[src/rtl/alu_issue_stage.sv]
// Decode/issue stage in front of the 64-bit ALU: decodes RV64I OP/OP-IMM
// into ALU op code and operands, with a 2-entry skid buffer so in_ready is
// a registered signal.
module alu_issue_stage #(
    parameter int unsigned XLEN  = 64,
    parameter int unsigned CNT_W = 32
) (
    input  logic             clk,
    input  logic             rst_n,
    input  logic             flush,
    input  logic             in_valid,
    output logic             in_ready,
    input  logic [31:0]      instr,
    input  logic [XLEN-1:0]  rs1_val,
    input  logic [XLEN-1:0]  rs2_val,
    output logic             out_valid,
    input  logic             out_ready,
    output logic [3:0]       alu_op,
    output logic [XLEN-1:0]  alu_a,
    output logic [XLEN-1:0]  alu_b,
    output logic [4:0]       rd,
    output logic             illegal,
    output logic [CNT_W-1:0] issue_cnt,
    output logic [CNT_W-1:0] illegal_cnt
);

    localparam logic [6:0] OPC_OP     = 7'b0110011;
    localparam logic [6:0] OPC_OP_IMM = 7'b0010011;
    localparam logic [6:0] F7_ZERO    = 7'b0000000;
    localparam logic [6:0] F7_ALT     = 7'b0100000;
    localparam logic [5:0] SH_ZERO    = 6'b000000;
    localparam logic [5:0] SH_ALT     = 6'b010000;

    localparam logic [3:0] OP_ADD  = 4'd0;
    localparam logic [3:0] OP_SUB  = 4'd1;
    localparam logic [3:0] OP_AND  = 4'd2;
    localparam logic [3:0] OP_OR   = 4'd3;
    localparam logic [3:0] OP_XOR  = 4'd4;
    localparam logic [3:0] OP_SRL  = 4'd5;
    localparam logic [3:0] OP_SLL  = 4'd6;
    localparam logic [3:0] OP_SRA  = 4'd7;
    localparam logic [3:0] OP_SLT  = 4'd8;
    localparam logic [3:0] OP_SLTU = 4'd9;

    typedef enum logic [1:0] {
        ST_EMPTY = 2'd0,
        ST_ONE   = 2'd1,
        ST_TWO   = 2'd2
    } state_t;

    typedef struct packed {
        logic [3:0]      op;
        logic [XLEN-1:0] a;
        logic [XLEN-1:0] b;
        logic [4:0]      rd;
        logic            ill;
    } entry_t;

    state_t state;
    entry_t main_q;
    entry_t skid_q;
    entry_t dec_c;

    logic accept_c;
    logic handoff_c;

    assign accept_c  = in_valid && in_ready;
    assign handoff_c = out_valid && out_ready;

    assign alu_op  = main_q.op;
    assign alu_a   = main_q.a;
    assign alu_b   = main_q.b;
    assign rd      = main_q.rd;
    assign illegal = main_q.ill;

    // Instruction decode; illegal encodings leave op/a/b at zero.
    always_comb begin
        logic [6:0]      opc;
        logic [2:0]      f3;
        logic [6:0]      f7;
        logic [5:0]      sh_hi;
        logic [3:0]      op;
        logic            ok;
        logic [XLEN-1:0] b_val;

        opc   = instr[6:0];
        f3    = instr[14:12];
        f7    = instr[31:25];
        sh_hi = instr[31:26];
        op    = OP_ADD;
        ok    = 1'b0;
        b_val = '0;

        if (opc == OPC_OP) begin
            b_val = rs2_val;
            case (f3)
                3'b000: begin
                    ok = (f7 == F7_ZERO) || (f7 == F7_ALT);
                    op = (f7 == F7_ALT) ? OP_SUB : OP_ADD;
                end
                3'b001:  begin ok = (f7 == F7_ZERO); op = OP_SLL;  end
                3'b010:  begin ok = (f7 == F7_ZERO); op = OP_SLT;  end
                3'b011:  begin ok = (f7 == F7_ZERO); op = OP_SLTU; end
                3'b100:  begin ok = (f7 == F7_ZERO); op = OP_XOR;  end
                3'b101: begin
                    ok = (f7 == F7_ZERO) || (f7 == F7_ALT);
                    op = (f7 == F7_ALT) ? OP_SRA : OP_SRL;
                end
                3'b110:  begin ok = (f7 == F7_ZERO); op = OP_OR;   end
                default: begin ok = (f7 == F7_ZERO); op = OP_AND;  end
            endcase
        end else if (opc == OPC_OP_IMM) begin
            b_val = XLEN'($signed(instr[31:20]));
            case (f3)
                3'b000:  begin ok = 1'b1; op = OP_ADD;  end
                3'b001: begin
                    ok    = (sh_hi == SH_ZERO);
                    op    = OP_SLL;
                    b_val = XLEN'(instr[25:20]);
                end
                3'b010:  begin ok = 1'b1; op = OP_SLT;  end
                3'b011:  begin ok = 1'b1; op = OP_SLTU; end
                3'b100:  begin ok = 1'b1; op = OP_XOR;  end
                3'b101: begin
                    ok    = (sh_hi == SH_ZERO) || (sh_hi == SH_ALT);
                    op    = (sh_hi == SH_ALT) ? OP_SRA : OP_SRL;
                    b_val = XLEN'(instr[25:20]);
                end
                3'b110:  begin ok = 1'b1; op = OP_OR;   end
                default: begin ok = 1'b1; op = OP_AND;  end
            endcase
        end

        dec_c.rd  = instr[11:7];
        dec_c.ill = !ok;
        dec_c.op  = ok ? op : OP_ADD;
        dec_c.a   = ok ? rs1_val : '0;
        dec_c.b   = ok ? b_val : '0;
    end

    // Occupancy FSM: main register feeds the ALU, skid holds the overflow entry.
    always_ff @(posedge clk or negedge rst_n) begin
        if (!rst_n) begin
            state     <= ST_EMPTY;
            main_q    <= '0;
            skid_q    <= '0;
            out_valid <= 1'b0;
            in_ready  <= 1'b1;
        end else if (flush) begin
            state     <= ST_EMPTY;
            out_valid <= 1'b0;
            in_ready  <= 1'b1;
        end else begin
            case (state)
                ST_EMPTY: begin
                    if (accept_c) begin
                        main_q    <= dec_c;
                        out_valid <= 1'b1;
                        state     <= ST_ONE;
                    end
                end
                ST_ONE: begin
                    if (accept_c && handoff_c) begin
                        main_q <= dec_c;
                    end else if (accept_c) begin
                        skid_q   <= dec_c;
                        in_ready <= 1'b0;
                        state    <= ST_TWO;
                    end else if (handoff_c) begin
                        out_valid <= 1'b0;
                        state     <= ST_EMPTY;
                    end
                end
                ST_TWO: begin
                    if (handoff_c) begin
                        main_q   <= skid_q;
                        in_ready <= 1'b1;
                        state    <= ST_ONE;
                    end
                end
                default: begin
                    state     <= ST_EMPTY;
                    out_valid <= 1'b0;
                    in_ready  <= 1'b1;
                end
            endcase
        end
    end

    // Handoff counters; a handoff in a flush cycle still counts.
    always_ff @(posedge clk or negedge rst_n) begin
        if (!rst_n) begin
            issue_cnt   <= '0;
            illegal_cnt <= '0;
        end else if (handoff_c) begin
            issue_cnt <= issue_cnt + CNT_W'(1);
            if (main_q.ill) begin
                illegal_cnt <= illegal_cnt + CNT_W'(1);
            end
        end
    end

endmodule

[config.mk]
export PLATFORM = sky130hd
export DESIGN_NAME = alu_issue_stage
export DESIGN_NICKNAME = d
export VERILOG_FILES = /design/src/rtl/alu_issue_stage.sv
export SDC_FILE = /design/constraint.sdc
export NUM_CORES = 1
export LEC_CHECK = 0
export BUFFER_PORTS_ARGS = -buffer_cell sky130_fd_sc_hd__clkbuf_2
export CAP_MARGIN = 20
export CORE_ASPECT_RATIO = 0.8
export CORE_MARGIN = 3
export CORE_UTILIZATION = 49
export CTS_BUF_LIST = sky130_fd_sc_hd__clkbuf_4 sky130_fd_sc_hd__clkbuf_8 sky130_fd_sc_hd__clkbuf_16
export DETAILED_ROUTE_END_ITERATION = 10
export PLACE_DENSITY = 0.85
export SLEW_MARGIN = 40
export SYNTH_ARGS = -nofsm -noshare
export SYNTH_HDL_FRONTEND = slang
export SYNTH_SLANG_ARGS = --single-unit
[constraint.sdc]
create_clock -name clk -period 2 [get_ports clk]
set_input_delay 0.3 -clock clk [delete_from_list [all_inputs] [get_ports clk]]
set_output_delay 0.3 -clock clk [all_outputs]
set_load 0.02 [all_outputs]
==> key figures <==
Status
  • Outcome: complete, no violations

Route
  • # DRC: 0
  • Remaining antenna violation count: 0
  • Via density: 5.72
  • Drt total wl: 47.5 mm
  • DR pass1 iterations: 5
  • First DRT Iteration DRCs: 1253
  • DR WL/cell: 19.3 um
  • Via Count: 14100

Worst setup path
  • Data required time at the worst endpoint: 2.40 ns
  • CP Max Fanout: 120
  • Critical-path cell list: and2_1 > nor2_1 > buf_4 > nand3_4 > buf_12 > o31ai_1
  • CP Capture Type: register
  • RR Endpoint: skid_q[45]$_DFFE_PN0P_
  • Worst path slowest cell: dfrtp_2
  • Peak per-stage delay on the critical path: 0.47 ns
  • CP Launch Type: register
  • R2r startpoint: out_valid$_DFFE_PN0P_
  • R2R setup slack: 0.04 ns
  • Worst Path Arrival: 2.36 ns
  • Buf+Inv Stages, Crit Path: 2
  • Critical path class: reg -> reg
  • Delay-heaviest family, CP: simple AND/OR/NAND/NOR gates
  • R2R depth: 6

STA
  • Max Freq: 510 MHz
  • Final Skew: 0.0199 ns
  • Slew margin rel.: 62.6%
  • Setup_tns: 0 ns
  • Measured slew at the worst slew-check pin: 0.561 ns
  • Final Max Slew Viols: 0
  • Tmin final: 1.96 ns
  • Hold Violations, Final: 0
  • Final setup margin: 0.0410 ns
  • Setup violations, final: 0
  • Fin crit share: 97.9%

Placement
  • Place WS: -0.493 ns
  • Final HPWL DP: 31.9 mm
  • IO buf count: 363
  • Final Wtd Congestion: 0.865

Synth
  • #FFs+latches synth: 344
  • Main synth FF type: dfrtp_1
  • Combinational family with the most area after synthesis: simple AND/OR/NAND/NOR gates
  • Syn_area_per_cell: 9.76 um2
  • Mapped Nets: 1794
  • Yosys warnings: 0
  • Post-synthesis compound-gate area fraction: 15.0%
  • Post-synth ARST share: 100%
  • Syn Inst Count: 1627
  • Synth Area in Simple Gates: 19.6%
  • Post-synthesis cell type count: 52
  • Post-Synth Adder-Cell Area: 0.158%
  • Mapped Area: 15900 um2
  • Multiplexer share of the synthesized area: 3.95%
  • Xor/xnor share of the synthesized area: 3.48%
  • Sequential-to-total area share from yosys stat: 54.2%
  • Post-synth EDFFs: 0

Floorplan
  • Die Area: 34600 um2
  • Core area: 31600 um2
  • Initial core utilization: 50.2%
  • IO Pins: 369
  • Row Count: 58
  • DIE WIDTH: 207 um
  • Die Y-Extent: 167 um

Clock network
  • CTS tree: built
  • Worst-case clock buffer depth: 3
  • Clock Latency Late Sink: 0.52 ns
  • CTS Buf Count: 36
  • Clk slew on worst S/H paths: 0.06 ns
  • H-tree depth: 2
  • Root Buffer: clkbuf_16
  • CTS sink cnt: 344

Hold path
  • Worst hold stages: 3
  • Hold path start: rs1_val[10]
  • Hold WC Path Type: in -> reg
  • Hold Path End: skid_q[80]$_DFFE_PN0P_

Global route
  • Vias in the first global route: 13900
  • Largest net degree at the start of global routing: 121
  • GRT Total Usage: 26.1%
  • First-pass GRT wire length: 74.5 mm
  • Total grt overflow: 0
  • Initial antenna violation count: 8

Layout
  • Area grow syn2layout: 29.3%
  • Fillers: 2420
  • Nets: 2180
  • Multi-input logic area: 6810 um2
  • Register area: 8610 um2
  • Share of layout cells above drive strength 1: 27.7%

Job
  • Max-Cap Viols: 0

Power
  • VDD IR-drop max: 0.000832 V
  • LEAKAGE: 9.60 nW
  • Pwr/cell area: 964 nW/um2
-- tightest hold or removal path: cells and delay by family --
family,cells,cell delay [ns]
AND/OR/NAND/NOR,1,0.05
AO/OA/AOI/OAI,1,0.06
buffers and inverters,1,0.09
-- placed cells by master (no fill, tap or decap), types with 7 or more instances in the layout --
| master | synthesis | layout |
|---|---|---|
| clkbuf_2 | 6 | 362 |
| dfrtp_1 | 343 | 342 |
| nand2_1 | 280 | 279 |
| and2_1 | 111 | 111 |
| nor2_1 | 94 | 94 |
| a21oi_1 | 78 | 75 |
| o31ai_1 | 72 | 68 |
| a32oi_1 | 65 | 65 |
| buf_4 | 1 | 61 |
| mux2i_1 | 60 | 60 |
| o21ai_0 | 116 | 59 |
| o21ai_1 | 4 | 54 |
| nor2b_1 | 54 | 53 |
| xnor2_1 | 45 | 45 |
| clkbuf_16 | 0 | 40 |
| buf_12 | 0 | 33 |
| nand3_1 | 33 | 32 |
| xor2_1 | 18 | 18 |
| nand4_1 | 18 | 18 |
| dlygate4sd3_1 | 0 | 17 |
| and3_1 | 16 | 13 |
| nand2b_1 | 10 | 10 |
| clkbuf_4 | 0 | 10 |
| a31oi_1 | 9 | 9 |
| o21ai_2 | 0 | 7 |
| o211ai_1 | 7 | 7 |
-- flip-flops by register name, indices dropped and copies added, names as in the netlist --
name         cells
alu_a           64
alu_b           64
alu_op           4
illegal          1
illegal_cnt     32
in_ready         1
issue_cnt       32
out_valid        1
rd               5
skid_q         138
state            2
-- worst max path at each step --
stage,startpoint,end,slack [ns],cells past startpoint
final,out_valid$_DFFE_PN0P_,skid_q[45]$_DFFE_PN0P_,0.04,6
after CTS,state[1]$_DFFE_PN0P_,alu_b[2]$_DFFE_PN0P_,0.004,6
after floorplan,instr[27],skid_q[0]$_DFFE_PN0P_,-0.23,7
after global placement,instr[27],skid_q[7]$_DFFE_PN0P_,-0.43,7
after detailed placement,instr[27],skid_q[127]$_DFFE_PN0P_,-0.49,7
after global routing,in_ready$_DFFE_PN1P_,alu_b[26]$_DFFE_PN0P_,-0.01,8
-- Yosys cell counts, types with 2 or more instances --
cell / number / share of area (%)
clkbuf_1: 104 / 2.5
or4_1: 2 / 0.095
nor4_1: 6 / 0.24
clkbuf_2: 6 / 0.19
nand3_1: 33 / 1.0
inv_1: 6 / 0.14
xor2_1: 18 / 0.99
and4_1: 6 / 0.33
a21oi_1: 78 / 2.5
o21bai_1: 2 / 0.095
a31oi_1: 9 / 0.35
buf_6: 3 / 0.21
a32oi_1: 65 / 3.6
nor2b_1: 54 / 2.1
or2_2: 2 / 0.079
and2_1: 111 / 4.4
nand2_1: 280 / 6.6
mux2i_1: 60 / 3.8
o21a_1: 2 / 0.095
a21o_1: 2 / 0.095
dfrtp_1: 343 / 54
nor3_1: 5 / 0.16
nor2_1: 94 / 2.2
o41ai_2: 2 / 0.20
xnor2_1: 45 / 2.5
o21ai_0: 116 / 3.7
ha_1: 2 / 0.16
and3_1: 16 / 0.63
nand4b_1: 2 / 0.11
o211ai_1: 7 / 0.33
nand4_1: 18 / 0.71
buf_1: 9 / 0.21
buf_2: 11 / 0.35
nand4bb_1: 2 / 0.14
nand2b_1: 10 / 0.39
o31ai_1: 72 / 3.4
a211oi_1: 6 / 0.28
o21ai_1: 4 / 0.13
-- metrics by stage --
| stage | utilization [%] | std cells | hold slack (ns) | power, mW | area [um2] |
|---|---|---|---|---|---|
| after global placement | 59.7 | 2368 | 0.254 | 12.5 | 18900 |
| final | 64.9 | 2463 | 0.0136 | 19.8 | 20500 |
| after detailed placement | 59.7 | 2368 | 0.260 | 12.6 | 18900 |
| after global routing | 64.8 | 2462 | 0.0166 | 20.6 | 20500 |
| after floorplan | - | 1627 | 0.00441 | 10.7 | 16100 |
| after CTS | 64.1 | 2447 | 0.000323 | 19.8 | 20300 |
-- final cells by class --
cell class,count,area share [%]
clock buffers,51,5.15
diodes,6,0.0732
clock inverters,11,0.908
well taps,420,2.56
inverters,6,0.110
multi-input cells,1143,33.2
flip-flops and latches,344,42.0
repair buffers,482,16.1
-- kinds of logic after synthesis --
| group | after synthesis |
|---|---|
| AOI/OAI and AO/OA | 369 |
| DFF | 344 |
| muxes | 62 |
| xor gates and xnor gates | 63 |
| and+or+nand+nor | 647 |
| adders and majority gates | 2 |
| buffers and inverters | 140 |
-- what timing repair did --
item,4_1_cts,5_1_grt
resized for setup,0,26
buffers inserted,0,6
hold endpoints to repair,57,0
hold buffers,17,0
endpoints found under the setup margin,0,144
-- power by group --
part	switching (mW)	internal (mW)	total, mW
clock network	2.77	4.33	7.10
logic	2.71	1.53	4.25
registers	0.625	7.80	8.43
total	6.11	13.7	19.8
-- layer usage --
metal | share of wire (%) | global-route usage [%]
met5 | 0.055 | 0
met1 | 40 | 34.4
met2 | 48 | 42.0
met4 | 3.4 | 9.82
met3 | 8.9 | 6.55
No activity file was read; power rests on OpenSTA's default activity.
